==> src/rtl/wb_reg_poller_if.sv <==
// Wishbone classic bus bundle between the register poller (master) and the
// remote register slave. Signal names keep the Wishbone _o/_i affixes as seen
// from the initiator so they line up with the rest of the bus fabric.
interface wb_reg_poller_if #(
  parameter int DATA_WIDTH = 32,
  parameter int ADDR_WIDTH = 32
);
  logic [ADDR_WIDTH-1:0]   wb_adr_o;
  logic [DATA_WIDTH-1:0]   wb_dat_o;
  logic                    wb_we_o;
  logic [DATA_WIDTH/8-1:0] wb_sel_o;
  logic                    wb_cyc_o;
  logic                    wb_stb_o;
  logic                    wb_ack_i;
  logic [DATA_WIDTH-1:0]   wb_dat_i;

  modport master (
    output wb_adr_o,
    output wb_dat_o,
    output wb_we_o,
    output wb_sel_o,
    output wb_cyc_o,
    output wb_stb_o,
    input  wb_ack_i,
    input  wb_dat_i
  );

  modport slave (
    input  wb_adr_o,
    input  wb_dat_o,
    input  wb_we_o,
    input  wb_sel_o,
    input  wb_cyc_o,
    input  wb_stb_o,
    output wb_ack_i,
    output wb_dat_i
  );
endinterface

==> src/rtl/wb_reg_poller.sv <==
// wb_reg_poller: Wishbone classic single-read initiator that periodically
// reads one slave register at POLL_ADDR and keeps the last value returned,
// with valid / changed / timeout indications.
//
// Optional feature macro: WB_POLL_TIMEOUT_EN
//   defined   -> an access without ack for TIMEOUT_CYCLES strobe cycles is
//                abandoned and o_timeout pulses.
//   undefined -> an access waits for ack indefinitely; o_timeout is tied 0.
module wb_reg_poller #(
  parameter int                    DATA_WIDTH     = 32,
  parameter int                    ADDR_WIDTH     = 32,
  parameter logic [ADDR_WIDTH-1:0] POLL_ADDR      = {ADDR_WIDTH{1'b0}},
  parameter int                    POLL_PERIOD    = 1000,
  parameter int                    TIMEOUT_CYCLES = 64
) (
  input  logic                  i_clk,
  input  logic                  i_rst,
  input  logic                  i_enable,
  input  logic                  i_poll_now,
  wb_reg_poller_if.master       bus,
  output logic [DATA_WIDTH-1:0] o_value,
  output logic                  o_valid,
  output logic                  o_changed,
  output logic                  o_busy,
  output logic                  o_timeout
);

  localparam int               CNT_W       = $clog2(POLL_PERIOD);
  localparam logic [CNT_W-1:0] PERIOD_LOAD = CNT_W'(POLL_PERIOD - 1);

  // Single-bit encoding: the state flop itself drives cyc/stb/busy, so the
  // bus strobe is a clean register output.
  typedef enum logic [0:0] {
    IDLE   = 1'b0,
    ACCESS = 1'b1
  } state_t;

  state_t                state_r;
  state_t                state_nxt_s;
  logic                  pending_r;
  logic                  pending_nxt_s;
  logic [CNT_W-1:0]      period_cnt_r;
  logic                  tick_s;
  logic                  request_s;
  logic                  accept_s;
  logic                  abandon_s;
  logic                  changed_s;
  logic                  to_limit_s;
  logic [DATA_WIDTH-1:0] value_r;
  logic                  valid_r;
  logic                  changed_r;
  logic                  timeout_r;

  // Read-only initiator: address, write data, direction and byte lanes never change.
  assign bus.wb_adr_o = POLL_ADDR;
  assign bus.wb_dat_o = {DATA_WIDTH{1'b0}};
  assign bus.wb_we_o  = 1'b0;
  assign bus.wb_sel_o = {(DATA_WIDTH/8){1'b1}};

  assign bus.wb_cyc_o = (state_r == ACCESS);
  assign bus.wb_stb_o = (state_r == ACCESS);
  assign o_busy       = (state_r == ACCESS);

  assign o_value   = value_r;
  assign o_valid   = valid_r;
  assign o_changed = changed_r;
  assign o_timeout = timeout_r;

  // Tick on the POLL_PERIOD-th consecutive enabled cycle, independent of bus latency.
  assign tick_s    = i_enable && (period_cnt_r == {CNT_W{1'b0}});
  assign request_s = tick_s || i_poll_now;

  // Period counter: parked at the reload value while disabled, counts down while enabled.
  always_ff @(posedge i_clk) begin
    if (i_rst) begin
      period_cnt_r <= PERIOD_LOAD;
    end else if (!i_enable) begin
      period_cnt_r <= PERIOD_LOAD;
    end else if (period_cnt_r == {CNT_W{1'b0}}) begin
      period_cnt_r <= PERIOD_LOAD;
    end else begin
      period_cnt_r <= period_cnt_r - CNT_W'(1);
    end
  end

`ifdef WB_POLL_TIMEOUT_EN
  localparam int              TO_W     = $clog2(TIMEOUT_CYCLES + 1);
  localparam logic [TO_W-1:0] TO_LIMIT = TO_W'(TIMEOUT_CYCLES - 1);

  logic [TO_W-1:0] to_cnt_r;

  // The limit is reached during the TIMEOUT_CYCLES-th strobe cycle of an access.
  assign to_limit_s = (to_cnt_r == TO_LIMIT);

  // Count strobe cycles of the current access; cleared whenever the bus is idle.
  always_ff @(posedge i_clk) begin
    if (i_rst) begin
      to_cnt_r <= {TO_W{1'b0}};
    end else if (state_r != ACCESS) begin
      to_cnt_r <= {TO_W{1'b0}};
    end else if (!to_limit_s) begin
      to_cnt_r <= to_cnt_r + TO_W'(1);
    end else begin
      to_cnt_r <= to_cnt_r;
    end
  end
`else
  logic unused_timeout_s;

  // Without the timeout feature an access only ends on ack.
  assign to_limit_s       = 1'b0;
  assign unused_timeout_s = (TIMEOUT_CYCLES > 0);
`endif

  // Next-state, pending-request bookkeeping and access completion decode.
  always_comb begin
    state_nxt_s   = state_r;
    pending_nxt_s = pending_r;
    accept_s      = 1'b0;
    abandon_s     = 1'b0;
    changed_s     = 1'b0;
    case (state_r)
      IDLE: begin
        // A request in the launching cycle is absorbed by this access.
        if (request_s || pending_r) begin
          state_nxt_s   = ACCESS;
          pending_nxt_s = 1'b0;
        end else begin
          state_nxt_s   = IDLE;
          pending_nxt_s = 1'b0;
        end
      end
      ACCESS: begin
        // Requests during an access coalesce into one follow-up read.
        if (request_s) begin
          pending_nxt_s = 1'b1;
        end else begin
          pending_nxt_s = pending_r;
        end
        // Ack wins over a timeout reached in the same cycle.
        if (bus.wb_ack_i) begin
          accept_s    = 1'b1;
          changed_s   = !valid_r || (bus.wb_dat_i != value_r);
          state_nxt_s = IDLE;
        end else if (to_limit_s) begin
          abandon_s   = 1'b1;
          state_nxt_s = IDLE;
        end else begin
          state_nxt_s = ACCESS;
        end
      end
      default: begin
        state_nxt_s   = IDLE;
        pending_nxt_s = 1'b0;
      end
    endcase
  end

  // State and pending flag registers; reset drops the bus cycle immediately.
  always_ff @(posedge i_clk) begin
    if (i_rst) begin
      state_r   <= IDLE;
      pending_r <= 1'b0;
    end else begin
      state_r   <= state_nxt_s;
      pending_r <= pending_nxt_s;
    end
  end

  // Captured value, valid flag and one-cycle status pulses.
  always_ff @(posedge i_clk) begin
    if (i_rst) begin
      value_r   <= {DATA_WIDTH{1'b0}};
      valid_r   <= 1'b0;
      changed_r <= 1'b0;
      timeout_r <= 1'b0;
    end else begin
      changed_r <= changed_s;
      timeout_r <= abandon_s;
      if (accept_s) begin
        value_r <= bus.wb_dat_i;
        valid_r <= 1'b1;
      end else begin
        value_r <= value_r;
        valid_r <= valid_r;
      end
    end
  end

endmodule

==> src/flat_wrapper.sv <==
// flat-port wrapper written by rule: the top's interface ports become plain ports
module wb_reg_poller_flat 
#(
  parameter int                    DATA_WIDTH     = 32,
  parameter int                    ADDR_WIDTH     = 32,
  parameter logic [ADDR_WIDTH-1:0] POLL_ADDR      = {ADDR_WIDTH{1'b0}},
  parameter int                    POLL_PERIOD    = 1000,
  parameter int                    TIMEOUT_CYCLES = 64
)
  (i_clk, i_rst, i_enable, i_poll_now, o_value, o_valid, o_changed, o_busy, o_timeout, bus_wb_adr_o, bus_wb_dat_o, bus_wb_we_o, bus_wb_sel_o, bus_wb_cyc_o, bus_wb_stb_o, bus_wb_ack_i, bus_wb_dat_i);
  wb_reg_poller_if #(.DATA_WIDTH(DATA_WIDTH), .ADDR_WIDTH(ADDR_WIDTH)) bus_i ();
  input  logic i_clk;
  input  logic i_rst;
  input  logic i_enable;
  input  logic i_poll_now;
  output logic [DATA_WIDTH-1:0] o_value;
  output logic o_valid;
  output logic o_changed;
  output logic o_busy;
  output logic o_timeout;
  output wire logic [$bits(bus_i.wb_adr_o)-1:0] bus_wb_adr_o;
  output wire logic [$bits(bus_i.wb_dat_o)-1:0] bus_wb_dat_o;
  output wire logic [$bits(bus_i.wb_we_o)-1:0] bus_wb_we_o;
  output wire logic [$bits(bus_i.wb_sel_o)-1:0] bus_wb_sel_o;
  output wire logic [$bits(bus_i.wb_cyc_o)-1:0] bus_wb_cyc_o;
  output wire logic [$bits(bus_i.wb_stb_o)-1:0] bus_wb_stb_o;
  input wire logic [$bits(bus_i.wb_ack_i)-1:0] bus_wb_ack_i;
  input wire logic [$bits(bus_i.wb_dat_i)-1:0] bus_wb_dat_i;
  assign bus_wb_adr_o = bus_i.wb_adr_o;
  assign bus_wb_dat_o = bus_i.wb_dat_o;
  assign bus_wb_we_o = bus_i.wb_we_o;
  assign bus_wb_sel_o = bus_i.wb_sel_o;
  assign bus_wb_cyc_o = bus_i.wb_cyc_o;
  assign bus_wb_stb_o = bus_i.wb_stb_o;
  assign bus_i.wb_ack_i = bus_wb_ack_i;
  assign bus_i.wb_dat_i = bus_wb_dat_i;
  wb_reg_poller #(.DATA_WIDTH(DATA_WIDTH), .ADDR_WIDTH(ADDR_WIDTH), .POLL_ADDR(POLL_ADDR), .POLL_PERIOD(POLL_PERIOD), .TIMEOUT_CYCLES(TIMEOUT_CYCLES)) u_core (.i_clk(i_clk), .i_rst(i_rst), .i_enable(i_enable), .i_poll_now(i_poll_now), .bus(bus_i), .o_value(o_value), .o_valid(o_valid), .o_changed(o_changed), .o_busy(o_busy), .o_timeout(o_timeout));
endmodule
==> config.mk <==
export PLATFORM = sky130hd
export DESIGN_NAME = wb_reg_poller_flat
export DESIGN_NICKNAME = d
export VERILOG_FILES = /design/src/rtl/wb_reg_poller_if.sv /design/src/rtl/wb_reg_poller.sv /design/src/flat_wrapper.sv
export SDC_FILE = /design/constraint.sdc
export NUM_CORES = 1
export LEC_CHECK = 0
export CORE_UTILIZATION = 50
export CTS_CLUSTER_SIZE = 14
export DETAILED_ROUTE_END_ITERATION = 10
export DONT_BUFFER_PORTS = 1
export HOLD_SLACK_MARGIN = 0.06
export PLACE_DENSITY = 0.68
export SLEW_MARGIN = 20
export SYNTH_ARGS = -nofsm -noshare
export SYNTH_HDL_FRONTEND = slang
export SYNTH_SLANG_ARGS = --single-unit
==> constraint.sdc <==
create_clock -name i_clk -period 1.3 [get_ports i_clk]
set_input_delay 0.195 -clock i_clk [delete_from_list [all_inputs] [get_ports i_clk]]
set_output_delay 0.195 -clock i_clk [all_outputs]
set_load 0.05 [all_outputs]
==> results.sh, run 1 <==
export IMPL_dpl_hpwl_mm=3.27
export IMPL_drive_gt1_frac=0.304
export IMPL_layout_min_cycle_time_ps=1430
export IMPL_layout_nets=359
export IMPL_wl_per_cell_microns=13.3
export IMPL_tightestPinTransition_ps=510
export IMPL_die_area_sq_um=5070
export IMPL_clock_sinks=46
export IMPL_syn_inst=246
export IMPL_synth_area_top_cells="dfxtp_1 (38%), buf_4 (23%), a22o_1 (12%)"
export IMPL_violations="design-rule violations, negative hold slack, negative setup slack"
export IMPL_cp_start_kind="flop"
export IMPL_cts_root_buf="clkbuf_8"
export IMPL_place_congestion=0.754
export IMPL_synth_most_common_cell="buf_4"
export IMPL_grt_pass1_wl_mm=7.71
export IMPL_fin_cells=374
export IMPL_port_buffers=0
export IMPL_yosysTopAreaCellShare=0.385
export IMPL_rsz0062_at_grt="yes"
export IMPL_ys_seq_area_frac=0.385
export IMPL_fp_dieW_microns=71.2
export IMPL_viasPerCell=4.68
export IMPL_core_area_sq_um=4470
export IMPL_die_h_microns=71.2
export IMPL_power_density_nw_per_um2=1100
export IMPL_path_class="reg -> reg"
export IMPL_setup_slack_ps=-128
export IMPL_finalMaxSlewViolations=0
export IMPL_synth_edff_count=0
export IMPL_max_cap_violations=0
export IMPL_cts_clk_slew_worst_paths_ps=80
export IMPL_end_kind="flop"
export IMPL_drc_errors=7
export IMPL_first_iter_violations=37
export IMPL_worstHoldPathType="in -> reg"
export IMPL_fmax_mhz=700
export IMPL_via_count=1749
export IMPL_syn2layout_area_growth_pct=29.5
export IMPL_hold_buffers=33
export IMPL_cts_made_buffers=5
export IMPL_worstPathMaxFanout=9
export IMPL_skew_ps=4.00
export IMPL_wl_mm=4.98
export IMPL_total_power_uw=3410
export IMPL_p_leak_uw=0.00145
export IMPL_antenna_found_initial=0
export IMPL_finalSetupViolations=6
export IMPL_grt_start_max_net_pins=34
export IMPL_vdd_ir_drop_max_v=0.000611
export IMPL_clock_path_buffers=2
export IMPL_required_ps=1480
export IMPL_totalNegativeSetupSlack_ps=-524
export IMPL_start_util=0.535
export IMPL_dp_cells=333
export IMPL_ys_flop_type="dfxtp_1"
export IMPL_num_rows=24
export IMPL_synth_async_reset_ratio=0
export IMPL_ant_nets=0
export IMPL_slew_limit_headroom=0.660
export IMPL_diodes=0
export IMPL_status="finished with violations"
export IMPL_synth_area_sq_um=2390
export IMPL_hold_viol=2
export IMPL_synth_top_cells_by_count="buf_4 (72), dfxtp_1 (46), a22o_1 (32), xnor2_1 (21), xor2_1 (18)"
export IMPL_arrival_ps=1610
export IMPL_utilization=0.693
export IMPL_synth_area_leader_cell="dfxtp_1"
export IMPL_globalRouteTotalUtil=0.197
export IMPL_yosys_warnings=0
export IMPL_period_share=1.10
export IMPL_insertion_delay_ps=290
export IMPL_ys_types=26
export IMPL_io_pins=144
export IMPL_hold_worst_slack_ps=-33.2
export IMPL_grt_pass1_vias=1799
export IMPL_grt_overflow_total=0
export IMPL_syn_area_per_cell_sq_um=9.73
export IMPL_first_pass_iters=7
export IMPL_cts_tree="done"
export IMPL_h_tree_depth=2
export IMPL_ys_seq_elements=46
==> final cells by class <==
cell class                 instances  area, sq um
sequential                        46          973
inverter                           4         15.0
clock inverter                     2         7.51
fill                             353         1370
multi-input combinational        186         1260
clock buffer                       6         82.6
tap                               52         65.1
timing repair buffer              78          693
==> cell usage in the layout, fill, tap and decap left out, types with 3 or more instances in the layout <==
cell,n
xnor2_1,13
a22o_1,32
nand4_1,5
xnor2_2,8
conb_1,70
xor2_1,18
dfxtp_2,18
nand2_1,11
nor4_1,3
inv_1,4
nor3_1,3
nor2_1,3
clkbuf_8,6
buf_4,43
dlygate4sd3_1,33
dfxtp_1,20
dfxtp_4,8
==> routing by layer <==
| layer | up-vias | GRT usage | wire (microns) |
|---|---|---|---|
| met5 | - | 0 | 0 |
| met4 | 0 | 0.107 | 91 |
| met3 | 10 | 0.0570 | 348 |
| met2 | 76 | 0.350 | 2670 |
| met1 | 812 | 0.209 | 1870 |
| li1 | 851 | - | - |
==> where the power goes <==
part | switching [uW] | leakage [uW] | internal [uW] | total [uW]
Combinational | 777 | 0.00102 | 256 | 1030
Clock | 449 | 0.0000463 | 419 | 868
Sequential | 44.7 | 0.000387 | 1460 | 1500
Total | 1270 | 0.00145 | 2130 | 3410
==> critical path: stages (launching register included) <==
cell and delay [ps]:
dfxtp_2 320, or4_4 550, nor3_4 190, nor3b_4 100, a21boi_2 160
==> worst paths after layout <==
path | start | end | cells past startpoint | slack, ps
setup reg to reg | u_core.period_cnt_r[6]$_SDFF_PP1_ | u_core.period_cnt_r[4]$_SDFF_PP0_ | 4 | -130
hold / removal | i_rst | u_core.o_valid$_SDFFE_PP0P_ | 1 | -30
setup / recovery | u_core.period_cnt_r[6]$_SDFF_PP1_ | u_core.period_cnt_r[4]$_SDFF_PP0_ | 4 | -130
hold reg to reg | u_core.period_cnt_r[4]$_SDFF_PP0_ | u_core.period_cnt_r[4]$_SDFF_PP0_ | 2 | 490
==> sequential cells by signal (all words and copies together) (netlist names) <==
signal               count
u_core.o_value          32
u_core.period_cnt_r     10
u_core.bus.wb_cyc_o      1
u_core.o_changed         1
u_core.o_valid           1
u_core.pending_r         1
==> through the flow <==
step / setup slack, ps / hold slack, ps / cell area, sq um
CTS: -117 / -48.4 / 3030
global route: -188 / -47.5 / 3100
global placement: -120 / 273 / 2590
floorplan: -69.2 / 264 / 2720
detailed placement: -135 / 268 / 2590
finish: -128 / -33.2 / 3100
==> cells by family (layout without fill, tap and decap cells) <==
kind of cell	after synthesis	in the layout	synth area share
XOR/XNOR	39	39	0.143
AO/OA/AOI/OAI	38	38	0.134
flip-flops	46	46	0.385
AND/OR/NAND/NOR	38	38	0.0893
other	2	70	0.00314
buffers and inverters	82	90	0.241
adder cells (fa/ha/maj)	1	1	0.00522
==> timing repair <==
| action | in CTS | in global routing |
|---|---|---|
| hold endpoints to repair | 42 | 10 |
| setup endpoints to repair | 13 | 13 |
| buffers inserted | 0 | 1 |
| pin swaps | 9 | 11 |
| gates resized for setup | 4 | 12 |
No activity file was read; power rests on OpenSTA's default activity.
==> run 2: changes to the inputs <==
--- a/config.mk
+++ b/config.mk
@@ -5,12 +5,15 @@
 export SDC_FILE = /design/constraint.sdc
 export NUM_CORES = 1
 export LEC_CHECK = 0
-export CORE_UTILIZATION = 50
+export CELL_PAD_IN_SITES_DETAIL_PLACEMENT = 1
+export CELL_PAD_IN_SITES_GLOBAL_PLACEMENT = 1
+export CORE_MARGIN = 2
+export CORE_UTILIZATION = 35
 export CTS_CLUSTER_SIZE = 14
 export DETAILED_ROUTE_END_ITERATION = 10
 export DONT_BUFFER_PORTS = 1
 export HOLD_SLACK_MARGIN = 0.06
-export PLACE_DENSITY = 0.68
+export PLACE_DENSITY_LB_ADDON = 0.1
 export SLEW_MARGIN = 20
 export SYNTH_ARGS = -nofsm -noshare
 export SYNTH_HDL_FRONTEND = slang
==> run 2 against run 1 <==
Effect of this change:
- the run ends with negative setup slack left
- sequential power hardly changed
- total power grew 1.8%
- register-to-register slack about the same
- clock power grew 5.5%
- setup slack got worse by 1.7 ps
- critical path type unchanged
==> results.sh, run 2 (same netlist as run 1, synthesis figures left out) <==
export IMPL_status="finished with violations"
export IMPL_violations="negative setup slack"
export IMPL_end_kind="flop"
export IMPL_cts_root_buf="clkbuf_8"
export IMPL_clock_path_buffers=2
export IMPL_core_area_sq_um=6720
export IMPL_viasPerCell=4.34
export IMPL_required_ps=1540
export IMPL_finalMaxSlewViolations=0
export IMPL_via_count=1765
export IMPL_layout_min_cycle_time_ps=1430
export IMPL_die_h_microns=86.7
export IMPL_hold_worst_slack_ps=104
export IMPL_worstHoldStart="i_poll_now"
export IMPL_fp_dieW_microns=86.7
export IMPL_path_class="reg -> reg"
export IMPL_finalSetupViolations=10
export IMPL_worstHoldPathType="in -> reg"
export IMPL_startpoint="u_core.period_cnt_r[6]$_SDFF_PP1_"
export IMPL_layout_nets=364
export IMPL_largest_register_ffs=32
export IMPL_clock_sinks=46
export IMPL_tightestPinTransition_ps=498
export IMPL_arrival_ps=1670
export IMPL_wl_per_cell_microns=14.3
export IMPL_grt_start_max_net_pins=34
export IMPL_setup_slack_ps=-130
export IMPL_diodes=0
export IMPL_num_rows=30
export IMPL_vdd_ir_drop_max_v=0.000521
export IMPL_slew_limit_headroom=0.667
export IMPL_dp_slack_ps=-165
export IMPL_fmax_mhz=699
export IMPL_final_common_cell="conb_1"
export IMPL_first_iter_violations=41
export IMPL_rsz0062_at_grt="yes"
export IMPL_max_cap_violations=0
export IMPL_reg2reg_from="u_core.period_cnt_r[6]$_SDFF_PP1_"
export IMPL_h_tree_depth=2
export IMPL_syn2layout_area_growth_pct=33.7
export IMPL_ant_nets=0
export IMPL_cp_start_kind="flop"
export IMPL_grt_pass1_vias=1791
export IMPL_worstPathMaxFanout=4
export IMPL_wl_mm=5.84
export IMPL_final_cell_mix="conb_1 (70), buf_4 (46), dlygate4sd3_1 (35)"
export IMPL_drive_gt1_frac=0.318
export IMPL_skew_ps=8.20
export IMPL_cts_made_buffers=5
export IMPL_globalRouteTotalUtil=0.148
export IMPL_grt_overflow_total=0
export IMPL_power_density_nw_per_um2=1080
export IMPL_cts_tree="done"
export IMPL_start_util=0.356
export IMPL_dpl_hpwl_mm=3.98
export IMPL_period_share=1.10
export IMPL_drc_errors=0
export IMPL_hold_viol=0
export IMPL_cts_clk_slew_worst_paths_ps=80
export IMPL_port_buffers=0
export IMPL_antenna_found_initial=0
export IMPL_die_area_sq_um=7520
export IMPL_insertion_delay_ps=300
export IMPL_place_congestion=0.805
export IMPL_first_pass_iters=4
export IMPL_io_pins=144
export IMPL_p_leak_uw=0.00149
export IMPL_grt_pass1_wl_mm=8.56
run 2: cell count changes in the layout (fill, tap and decap cells not counted), sizes merged:
cell | before | now
clkinvlp | 0 | 1
buf | 45 | 47
nor3b | 1 | 2
clkinv | 2 | 1
dlygate4sd3 | 33 | 35
run 2: repair_timing:
action,4_1_cts,5_1_grt
endpoints found under the hold margin,42,9
hold buffers,34,1
pin swaps,11,6
cloned,0,1
gates resized for setup,8,13
setup endpoints to repair,13,14
setup buffers,0,1
run 2: per-stage QoR:
stage	TNS [ps]	total power [uW]	area (sq um)	cells	util
detailed placement	-1130	2460	2620	362	0.390
floorplan	-2240	2500	2720	314	-
global placement	-895	2460	2620	362	0.390
finish	-1050	3470	3200	407	0.477
global route	-1760	3620	3200	407	0.477
CTS	-731	3500	3100	404	0.461
run 2: worst max-delay path: stages (launching register included):
cell and delay (ps):
dfxtp_2 330, or4_4 550, nor3_4 200, buf_4 170, nor3b_4 50, nand2_1 70
run 2: final timing paths:
path / slack (ps) / endpoint / cells after the start
worst max-delay path: -130 / u_core.period_cnt_r[1]$_SDFF_PP1_ / 5
worst min-delay path: 100 / u_core.pending_r$_SDFFE_PP0P_ / 2
worst max register to register: -130 / u_core.period_cnt_r[1]$_SDFF_PP1_ / 5
worst min register to register: 480 / u_core.period_cnt_r[4]$_SDFF_PP0_ / 2
run 2: cell type report:
| cell class | instances | area (sq um) |
|---|---|---|
| fillers | 780 | 3520 |
| multi-input cells | 187 | 1300 |
| flip-flops and latches | 46 | 975 |
| repair buffers | 82 | 716 |
| well taps | 80 | 100 |
| clock buffers | 6 | 82.6 |
| inverters | 4 | 15.0 |
| clock inverters | 2 | 12.5 |
run 2: where the power goes:
part           total (uW)  internal, uW  switching, uW
sequential           1510          1460           45.9
combinational        1050           261            785
clock                 916           428            488
run 2: per-layer routing:
layer  track usage  share of wire  up-vias
li1              -              -      851
met1         0.187           0.41      838
met2         0.234           0.50       71
met3        0.0571          0.089        5
met4        0.0426         0.0069        0
met5             0              0        -
==> run 3: changes to the inputs <==
--- a/config.mk
+++ b/config.mk
@@ -7,13 +7,14 @@
 export LEC_CHECK = 0
 export CELL_PAD_IN_SITES_DETAIL_PLACEMENT = 1
 export CELL_PAD_IN_SITES_GLOBAL_PLACEMENT = 1
-export CORE_MARGIN = 2
+export CORE_MARGIN = 8
 export CORE_UTILIZATION = 35
 export CTS_CLUSTER_SIZE = 14
 export DETAILED_ROUTE_END_ITERATION = 10
 export DONT_BUFFER_PORTS = 1
 export HOLD_SLACK_MARGIN = 0.06
 export PLACE_DENSITY_LB_ADDON = 0.1
+export REMOVE_ABC_BUFFERS = 1
 export SLEW_MARGIN = 20
 export SYNTH_ARGS = -nofsm -noshare
 export SYNTH_HDL_FRONTEND = slang
==> run 3 against run 2 <==
Effect of this change:
- the flow finishes with violations (negative hold slack, negative setup slack)
- flip-flop and latch count unchanged
- largest power group unchanged
- sequential power barely moved
- global-route usage is 1.2 points lower
- total power up 4.6%
- clock power is 15% higher
- hold slack got worse by 150 ps
- wire length rose by 17%
- first-iteration DRC count rose by 56%
- utilization is 0.17 points higher
- final area increased by 0.35%
- die area rose by 30%
==> results.sh, run 3 (same netlist as run 1, synthesis figures left out) <==
export IMPL_dp_cells=368
export IMPL_worstReg2RegEnd="u_core.period_cnt_r[3]$_SDFF_PP0_"
export IMPL_final_common_cell="conb_1"
export IMPL_wl_per_cell_microns=16.5
export IMPL_routed_top_layer="met4"
export IMPL_first_iter_violations=64
export IMPL_pwr_share_clk=0.290
export IMPL_period_share=1.17
export IMPL_hold_viol=2
export IMPL_antenna_found_initial=0
export IMPL_dpl_hpwl_mm=4.84
export IMPL_ant_nets=0
export IMPL_setup_slack_ps=-222
export IMPL_syn2layout_area_growth_pct=34.2
export IMPL_cp_start_kind="flop"
export IMPL_power_density_nw_per_um2=1130
export IMPL_met3RoutedLength_microns=585
export IMPL_pwr_share_seq=0.416
export IMPL_total_power_uw=3630
export IMPL_cts_tree="done"
export IMPL_end_kind="flop"
export IMPL_path_class="reg -> reg"
export IMPL_layout_min_cycle_time_ps=1520
export IMPL_die_area_sq_um=9750
export IMPL_violations="negative hold slack, negative setup slack"
export IMPL_grt_pass1_wl_mm=10.5
export IMPL_skew_ps=4.60
export IMPL_vdd_ir_drop_max_v=0.000488
export IMPL_final_cell_mix="conb_1 (70), buf_4 (52), dlygate4sd3_1 (34)"
export IMPL_insertion_delay_ps=300
export IMPL_globalRouteTotalUtil=0.135
export IMPL_finalSetupViolations=13
export IMPL_fmax_mhz=657
export IMPL_clock_path_buffers=2
export IMPL_viasPerCell=4.31
export IMPL_wl_met1_mm=2.56
export IMPL_h_tree_depth=2
export IMPL_port_buffers=0
export IMPL_place_congestion=0.718
export IMPL_num_rows=30
export IMPL_io_pins=144
export IMPL_p_comb_frac=0.294
export IMPL_p_leak_uw=0.00148
export IMPL_layout_nets=372
export IMPL_status="finished with violations"
export IMPL_wl_mm=6.83
export IMPL_startpoint="u_core.period_cnt_r[8]$_SDFF_PP1_"
export IMPL_clock_sinks=46
export IMPL_required_ps=1500
export IMPL_r2r_setup_slack_ps=-220
export IMPL_cts_root_buf="clkbuf_8"
export IMPL_switchingPower_uw=1320
export IMPL_core_area_sq_um=6720
export IMPL_fp_dieW_microns=98.7
export IMPL_sw_frac_of_total=0.363
export IMPL_first_pass_iters=2
export IMPL_fillers=786
export IMPL_start_util=0.356
export IMPL_finalMaxSlewViolations=0
export IMPL_drive_gt1_frac=0.278
export IMPL_die_h_microns=98.7
export IMPL_cts_made_buffers=5
export IMPL_via_count=1787
export IMPL_max_cap_violations=0
export IMPL_r2r_cells=5
export IMPL_endpoint="u_core.period_cnt_r[3]$_SDFF_PP0_"
export IMPL_totalNegativeSetupSlack_ps=-1940
export IMPL_rsz0062_at_grt="yes"
export IMPL_grt_start_max_net_pins=26
export IMPL_drc_errors=0
export IMPL_hold_worst_slack_ps=-46.7
export IMPL_dr_wl_met2_mm=3.66
export IMPL_largest_register_ffs=32
export IMPL_diodes=0
export IMPL_p_int_uw=2310
export IMPL_grt_pass1_vias=1978
export IMPL_fin_cells=415
export IMPL_grt_overflow_total=0
export IMPL_worstHoldPathType="in -> reg"
export IMPL_worstPathMaxFanout=5
export IMPL_reg2reg_from="u_core.period_cnt_r[8]$_SDFF_PP1_"
export IMPL_cts_clk_slew_worst_paths_ps=80
export IMPL_arrival_ps=1720
run 3: cell type report:
cell class / count / area [sq um] / share of cell area
Multi-Input combinational cell: 187 / 1260 / 0.393
Sequential cell: 46 / 937 / 0.292
Timing Repair Buffer: 90 / 793 / 0.247
Tap cell: 80 / 100 / 0.0312
Clock buffer: 7 / 76.3 / 0.0238
Clock inverter: 1 / 30.0 / 0.00935
Inverter: 4 / 15.0 / 0.00467
run 3: metrics by stage:
step	util	hold slack [ps]	cell area, sq um	worst slack [ps]
floorplan	-	264	2090	-1550
CTS	0.467	-52.6	3140	-169
finish	0.478	-46.7	3210	-222
detailed placement	0.388	271	2610	-283
global placement	0.388	272	2610	-229
global route	0.478	-64.5	3210	-282
run 3: power groups by stage:
stage / combinational, uW / sequential, uW / clock [uW]
CTS: 1050 / 1500 / 1090
global route: 1120 / 1510 / 1160
finish: 1070 / 1510 / 1050
floorplan: 588 / 1730 / 0
global placement: 951 / 1530 / 0
detailed placement: 953 / 1530 / 0
run 3: worst max-delay path: stages (launching register included):
cell and delay, ps:
dfxtp_2 330, or4_4 560, nor3_4 220, buf_6 130, nor3b_4 50, and2_1 130
run 3: timing repair:
item	CTS	global route
cloned	1	0
pin swaps	13	13
setup buffers	3	1
resized for setup	15	15
hold endpoints to repair	42	11
setup endpoints to repair	13	13
hold buffers	33	1
run 3: layer usage:
metal,vias to the layer above,GRT usage
met3,4,0.0578
met1,850,0.135
li1,873,-
met2,60,0.254
met5,-,0
met4,0,0.0248
run 3: how the worst min path moves through the flow:
stage / start / to / slack (ps) / depth (start not counted)
finish: i_rst / u_core.pending_r$_SDFFE_PP0P_ / -50 / 1
detailed placement: i_rst / u_core.o_valid$_SDFFE_PP0P_ / 270 / 1
global route: i_rst / u_core.o_valid$_SDFFE_PP0P_ / -60 / 1
global placement: i_rst / u_core.o_valid$_SDFFE_PP0P_ / 270 / 1
CTS: i_rst / u_core.o_valid$_SDFFE_PP0P_ / -50 / 1
floorplan: i_rst / u_core.o_valid$_SDFFE_PP0P_ / 260 / 1
